$ cat config.mk
export PLATFORM = sky130hd
export DESIGN_NAME = conv_kxk_stream_engine
export DESIGN_NICKNAME = d
export VERILOG_FILES = /design/src/rtl/conv_kxk_stream_engine.sv
export SDC_FILE = /design/constraint.sdc
export NUM_CORES = 1
export LEC_CHECK = 0
export CORE_ASPECT_RATIO = 0.7
export CORE_MARGIN = 3
export CORE_UTILIZATION = 63
export DETAILED_ROUTE_END_ITERATION = 6
export PLACE_DENSITY = 0.87
export SETUP_SLACK_MARGIN = 0.05
export SLEW_MARGIN = 10
export SYNTH_ARGS = -nofsm -noshare
export SYNTH_HDL_FRONTEND = slang
export SYNTH_SLANG_ARGS = --single-unit
$ cat constraint.sdc
create_clock -name clk -period 8.9 [get_ports clk]
set_input_delay 0.89 -clock clk [delete_from_list [all_inputs] [get_ports clk]]
set_output_delay 0.89 -clock clk [all_outputs]
set_load 0.02 [all_outputs]
$ cat src/rtl/conv_kxk_stream_engine.sv
// KxK strided convolution over one feature-map strip. Each window is reduced by a
// single sequential MAC fed from a 1-cycle-latency BRAM; results leave on a stream.
module conv_kxk_stream_engine #(
  parameter int DATA_W  = 9,
  parameter int COEF_W  = 9,
  parameter int ACC_W   = 32,
  parameter int OUT_W   = 16,
  parameter int IMG_W   = 224,
  parameter int IMG_H   = 30,
  parameter int K       = 3,
  parameter int STRIDE  = 1,
  parameter int RELU_EN = 0,
  parameter int ADDR_W  = 16,
  localparam int KI_W   = (K * K > 1) ? $clog2(K * K) : 1
) (
  input  logic                     clk,
  input  logic                     reset,
  input  logic                     start,
  input  logic                     k_we,
  input  logic [KI_W-1:0]          k_idx,
  input  logic signed [COEF_W-1:0] k_data,
  output logic                     fm_rd_en,
  output logic [ADDR_W-1:0]        fm_addr,
  input  logic signed [DATA_W-1:0] fm_data,
  output logic                     out_valid,
  input  logic                     out_ready,
  output logic [OUT_W-1:0]         out_data,
  output logic [ADDR_W-1:0]        out_idx,
  output logic                     busy,
  output logic                     done
);

  localparam int TAPS = K * K;
  localparam int OW   = (IMG_W - K) / STRIDE + 1;
  localparam int OH   = (IMG_H - K) / STRIDE + 1;
  localparam int KC_W = (K > 1) ? $clog2(K) : 1;
  localparam logic [KC_W-1:0]   K_LAST  = KC_W'(K - 1);
  localparam logic [ADDR_W-1:0] OX_LAST = ADDR_W'(OW - 1);
  localparam logic [ADDR_W-1:0] OY_LAST = ADDR_W'(OH - 1);
  localparam longint SAT_MAX = (longint'(1) <<< (OUT_W - 1)) - 1;
  localparam longint SAT_MIN = -(longint'(1) <<< (OUT_W - 1));

  if (longint'(OW) * longint'(OH) > (longint'(1) <<< ADDR_W) ||
      longint'(IMG_W) * longint'(IMG_H) > (longint'(1) <<< ADDR_W)) begin : g_addr_chk
    $error("conv_kxk_stream_engine: ADDR_W too small for the strip or output grid");
  end
  if (K < 1 || K > IMG_W || K > IMG_H || STRIDE < 1) begin : g_geom_chk
    $error("conv_kxk_stream_engine: illegal kernel/stride geometry");
  end

  typedef enum logic [2:0] {S_IDLE, S_CLEAR, S_ISSUE, S_FLUSH, S_EMIT, S_DONE} state_t;

  state_t                      state, state_nx;
  logic signed [COEF_W-1:0]    coef [TAPS];
  logic signed [ACC_W-1:0]     acc;
  logic [KC_W-1:0]             kx, ky;
  logic [ADDR_W-1:0]           ox, oy;
  logic [KI_W-1:0]             tap, tap_d;
  logic                        mac_en;
  logic signed [DATA_W+COEF_W-1:0] prod;
  logic signed [ACC_W-1:0]     prod_ext;
  logic [31:0]                 addr_full;
  logic                        last_tap, last_win;
  longint                      acc_l;
  logic [OUT_W-1:0]            sat_val;

  assign tap       = KI_W'(32'(ky) * 32'(K) + 32'(kx));
  assign addr_full = (32'(oy) * 32'(STRIDE) + 32'(ky)) * 32'(IMG_W) + 32'(ox) * 32'(STRIDE) + 32'(kx);
  assign last_tap  = (kx == K_LAST) && (ky == K_LAST);
  assign last_win  = (ox == OX_LAST) && (oy == OY_LAST);
  // The read data arriving now belongs to the tap issued one cycle ago.
  assign prod      = fm_data * coef[tap_d];
  assign prod_ext  = ACC_W'(prod);
  assign out_idx   = ADDR_W'(32'(oy) * 32'(OW) + 32'(ox));

  always_comb begin
    acc_l = longint'(acc);
    if (RELU_EN != 0 && acc_l < 0) acc_l = 0;
    if (acc_l > SAT_MAX)      acc_l = SAT_MAX;
    else if (acc_l < SAT_MIN) acc_l = SAT_MIN;
    sat_val = OUT_W'(acc_l);
  end

  // Stream: a result transfers on any clock edge where out_valid && out_ready;
  // while out_valid is high and out_ready low, out_data/out_idx do not change.
  always_comb begin
    state_nx  = state;
    fm_rd_en  = 1'b0;
    fm_addr   = '0;
    out_valid = 1'b0;
    out_data  = '0;
    busy      = (state != S_IDLE);
    done      = 1'b0;
    case (state)
      S_IDLE:  if (start) state_nx = S_CLEAR;
      S_CLEAR: state_nx = S_ISSUE;
      S_ISSUE: begin
        fm_rd_en = 1'b1;
        fm_addr  = ADDR_W'(addr_full);
        if (last_tap) state_nx = S_FLUSH;
      end
      S_FLUSH: state_nx = S_EMIT;
      S_EMIT: begin
        out_valid = 1'b1;
        out_data  = sat_val;
        if (out_ready) state_nx = last_win ? S_DONE : S_CLEAR;
      end
      S_DONE: begin
        done     = 1'b1;
        state_nx = S_IDLE;
      end
      default: state_nx = S_IDLE;
    endcase
  end

  always_ff @(posedge clk or posedge reset) begin
    if (reset) begin
      state  <= S_IDLE;
      acc    <= '0;
      kx     <= '0;
      ky     <= '0;
      ox     <= '0;
      oy     <= '0;
      tap_d  <= '0;
      mac_en <= 1'b0;
      for (int i = 0; i < TAPS; i++) coef[i] <= '0;
    end else begin
      state  <= state_nx;
      mac_en <= fm_rd_en;
      tap_d  <= tap;
      if (state == S_IDLE && k_we && 32'(k_idx) < 32'(TAPS)) coef[k_idx] <= k_data;
      if (state == S_CLEAR)  acc <= '0;
      else if (mac_en)       acc <= acc + prod_ext;
      case (state)
        S_IDLE: begin
          ox <= '0;
          oy <= '0;
        end
        S_CLEAR: begin
          kx <= '0;
          ky <= '0;
        end
        S_ISSUE: begin
          if (kx == K_LAST) begin
            kx <= '0;
            ky <= ky + 1'b1;
          end else begin
            kx <= kx + 1'b1;
          end
        end
        S_EMIT: begin
          if (out_ready && !last_win) begin
            if (ox == OX_LAST) begin
              ox <= '0;
              oy <= oy + 1'b1;
            end else begin
              ox <= ox + 1'b1;
            end
          end
        end
        default: ;
      endcase
    end
  end

endmodule

# Word-level counts from Yosys, hierarchy flattened
# Index checks and enable logic that the tools add are counted.
dict set report op_classes {
  add_sub_neg 10
  multipliers 4
  magnitude_cmp 6
  n_eq_ne 15
  n_mux 30
  n_bitwise 2
  reduce_logical 16
}
# op n
set ops {}
lappend ops {{16-bit 2-to-1 mux} 8}
lappend ops {{81-bit bitwise mux} 1}
lappend ops {{32-bit 2-to-1 mux} 2}
lappend ops {{16-bit one-hot mux with 2 select lines} 2}
lappend ops {{9-bit binary-select mux with 4-bit select} 1}
lappend ops {{9-bit demux with 4-bit select} 1}
lappend ops {{16-bit by 1-bit adder with 16-bit output, second input constant} 2}
lappend ops {{16-bit adder} 2}
lappend ops {{32-bit by 18-bit adder with 32-bit output} 1}
lappend ops {{32-bit by 16-bit greater-than comparator with 1-bit output, second input constant} 1}
lappend ops {{32-bit by 16-bit less-than comparator with 1-bit output, second input constant} 1}
lappend ops {{9-bit 2-to-1 mux} 3}
lappend ops {{9-bit by 9-bit multiplier with 18-bit output} 1}
lappend ops {{16-bit by 2-bit adder with 17-bit output} 1}
lappend ops {{17-bit by 3-bit multiplier with 11-bit output, second input constant} 1}
lappend ops {{16-bit by 2-bit adder with 16-bit output} 1}
lappend ops {{16-bit by 5-bit equality test with 1-bit output, second input constant} 1}
lappend ops {{16-bit by 8-bit equality test with 1-bit output, second input constant} 1}
lappend ops {{16-bit by 7-bit multiplier with 15-bit output, second input constant} 1}
lappend ops {{3-bit one-hot mux with 5 select lines} 1}
lappend ops {{3-bit 2-to-1 mux} 4}
lappend ops {{2-bit != test, second input constant} 6}
lappend ops {{5-bit >= comparator, second input constant} 2}
lappend ops {{4-bit NOT with 5-bit output} 2}
lappend ops {{other kinds (19)} 36}
dict set report word_totals {
  reg_bits 157
  input_bits 27
  out_inout_bits 52
  word_cells 100
}

# Depth between registers and ports, before layout
dict set report logic_depth {
  depth_word 8
  ltp_mapped 26
  ltp_nobuf 23
}

# Worst setup path after synthesis
# Ideal clock, no wire load.
dict set report synth_timing {
  path_kind {register to register}
  from {register tap_d[0]}
  to {register acc[31]}
  setup_time_ns 0.078
  arrival_time_ns 7.346
  required_time_ns 8.822
  setup_slack_ns 1.476
  path_stages_with_launch 25
  path_buffers 2
  period_less_slack_ns 7.424
  path_cell_list {dfrtp_1 buf_2 buf_2 mux4_2 mux2i_1 o21ai_1 and2_1 fa_1 inv_1 fa_1 fa_1 inv_1 fa_1 inv_1 fa_1 inv_1 ha_1 a21oi_1 o211ai_1 a2111oi_0 nand2_1 a21oi_1 xnor2_1 or3_1 a21oi_1}
}
dict set report synth_between {
  elab_chain_len 8
}
# item line
set synth_lines {}
lappend synth_lines {{start: declaration} 58} ;# logic [KI_W-1:0] tap, tap_d;
lappend synth_lines {{start signal: assignment} 130} ;# tap_d <= tap;
lappend synth_lines {{4-bit NOT with 5-bit output (implied by the code)} 72} ;# assign prod = fm_data * coef[tap_d];
lappend synth_lines {{9-bit binary-select mux with 4-bit select} 72}
lappend synth_lines {{9-bit 2-to-1 mux (implied by the code) (2 in series)} 72}
lappend synth_lines {{9-bit by 9-bit multiplier with 18-bit output} 72}
lappend synth_lines {{32-bit by 18-bit adder with 32-bit output} 133} ;# else if (mac_en) acc <= acc + prod_ext;
lappend synth_lines {{32-bit 2-to-1 mux} 133}
lappend synth_lines {{32-bit 2-to-1 mux} 132} ;# if (state == S_CLEAR) acc <= '0;
lappend synth_lines {{end signal: assignment} 133}
lappend synth_lines {{end: declaration} 55} ;# logic signed [ACC_W-1:0] acc;
# No other way between the ends. The select of a mux whose other input is x is not followed.
# A chain may end at the register's enable or synchronous reset.

# Worst setup path in the final report
# Ends and elaborated chain as after synthesis.

==> results.toml <==
[yosys]
syn-num-nets = 2030
ys_types = 74
yosysWarnings = 0
yosysMostFrequentCell = "inv_1"
synth_area_leaders = "dfrtp_1, fa_1, ha_1"
ys_ff_latch = 157
netlist.area_leader.share_pct = 23.9
netlist_area_sq_um = 16400
synth_edf_count = 0
synth_ff_type = "dfrtp_1"
synthArstFlopShare_pct = 100
synthTopCellsByCount = "inv_1, fa_1, dfrtp_1"
avgSynthCellArea_sq_um = 9.76
synth_top_area_cell = "dfrtp_1"
yosysSeqAreaShare_pct = 23.9
synth_cells = 1684

[worst_setup_path]
critical_path_arrival_ns = 8.60
r2r_cells = 24
cp_max_fo = 10
cp-start-kind = "flop"
timing.rr.start = "tap_d[0]"
critPathCaptureType = "flop"
rr_endpoint = "acc[31]"
path_class = "reg -> reg"
r2r_slack_ns = 0.65
required_ns = 9.25

[floorplan]
initial_core_util_pct = 65.3
coreArea_sq_um = 25200
rows = 48
die_x_um = 199
ioPinCount = 79
die_y_um = 141
die_area_sq_um = 28100

[placed_design]
hpwl_mm = 30.9
gp_congestion = 0.973
post-place-ws_ns = 0.501
placed_area_sq_um = 17500
io_buffers = 78

[clock_tree]
clockBufferDepth = 2
cts_tree = "yes"
root_buffer = "clkbuf_16"
htreeDepth = 4
cts_buffers = 17
clock_sinks = 157
worstSkewPairLatency_ns = 0.44
clkTransAtPathRegs_ns = 0.07

[timing]
tightest_slew_ns = 1.15
drv_slew = 0
max_freq_mhz = 121
rsz0062_at_grt = "false"
min_period_over_period_pct = 92.7
fin_skew_ns = 0.0122
hold_viol_final = 0
setup_tns_ns = 0
period_needed_ns = 8.25
finalSetupViolCount = 0
slew-limit-headroom_pct = 23.4
setup_slack_ns = 0.647

[cells_and_area]
diodes = 0
postLayoutCellArea_sq_um = 18200
drive_gt1_share_pct = 9.42
nets = 2106
syn_to_final_growth_pct = 10.6

[grt]
grt_pass1_wl_mm = 65.4
grt_pass1_vias = 13100
grt_overflow_total = 0
antenna_found_initial = 1
grt_max_degree = 97
grt.total_usage_pct = 29.4

[drt]
ant_nets = 0
routed_via_density = 6.02
drtPass1Iterations = 5
drt_wl_total_mm = 39.4
vias = 12600
drc = 0
wl_per_cell_um = 18.8
dr.first_iter.drc_count = 1050

[min_path]
hold_start = "coef[60]"
worstHoldPathCells = 1
min_to = "coef[60]"
hp-class = "reg -> reg"

[flow_run]
cap_violations = 0

[status]
outcome = "finished, final reports clean"
## how the worst max path moves through the flow
stage / cells past startpoint / slack, ns / to / from
3_5_place_dp: 23 / 0.50 / acc[31] / tap_d[0]
5_1_grt: 24 / 0.15 / acc[31] / tap_d[0]
2_1_floorplan: 24 / 1.48 / acc[31] / tap_d[0]
3_3_place_gp: 23 / 0.81 / acc[31] / tap_d[0]
6_report: 24 / 0.65 / acc[31] / tap_d[0]
4_1_cts: 23 / 0.48 / acc[31] / tap_d[0]
## layout by cell type, fill, tap and decap left out, types with 42 or more instances in the layout
cell / n
ha_1: 154
nor2_1: 137
and2_1: 42
fa_1: 165
xnor2_1: 77
nand2_1: 109
o21ai_0: 45
mux2_2: 82
clkdlybuf4s50_1: 78
dfrtp_1: 157
inv_1: 293
a21oi_1: 69
## critical path, cell delays in order, from the launching register on
cell	delay (ns)
dfrtp_1	0.71
buf_4	0.31
mux4_2	0.53
mux2i_1	0.15
o21ai_1	0.26
and2_1	0.32
fa_1	0.74
inv_1	0.11
fa_1	0.63
fa_1	0.85
clkinvlp_4	0.15
buf_4	0.20
fa_1	0.53
inv_1	0.06
fa_1	0.54
inv_1	0.04
ha_1	0.36
a21oi_1	0.25
o211ai_1	0.20
a2111oi_0	0.39
nand2_1	0.09
a21oi_1	0.18
xnor2_1	0.10
or3_1	0.32
a21oi_1	0.16
## layout make-up
class	instances	area, sq um
clock buffers	17	425
clock inverters	15	179
fillers	1746	6980
inverters	296	1120
multi-input cells	1194	11200
flip-flops and latches	157	3930
well taps	325	407
repair buffers	94	901
## layer usage
metal,global-route usage [%],part of all wire (%),up-vias
met2,46.4,46,559
li1,-,-,5713
met5,0,0.033,-
met4,7.69,2.0,2
met3,7.31,8.4,81
met1,41.0,43,6277
## metrics by stage
stage	instances	util (%)	hold slack (ns)
after floorplan	1684	-	0.475
after global placement	2061	69.7	0.483
after detailed placement	2061	69.7	0.491
after CTS	2093	72.1	0.508
after global routing	2098	72.2	0.523
final	2098	72.2	0.507
## flip-flops by register name, indices dropped and copies added, names as in the netlist
name,flops
coef,81
acc,32
oy,16
ky,2
mac_en,1
ox,16
state,3
tap_d,4
kx,2
## kinds of logic (layout without fill, tap and decap cells)
family	after synthesis	in the layout	share of synthesized area (%)
buffers and inverters	333	422	7.81
AO/OA/AOI/OAI	230	230	8.92
XOR/XNOR	110	110	5.86
flip-flops	157	157	23.9
AND/OR/NAND/NOR	413	413	12.2
multiplexers	122	122	9.43
adder cells (fa/ha/maj)	319	319	31.8
## timing repair
item	4_1_cts	5_1_grt
resized for setup	0	1
setup buffers	0	5
endpoints found under the setup margin	0	2
hold buffers	0	0
Power is not shown: default switching activity piles up to over one toggle a cycle in this logic, so the estimate is an artifact.
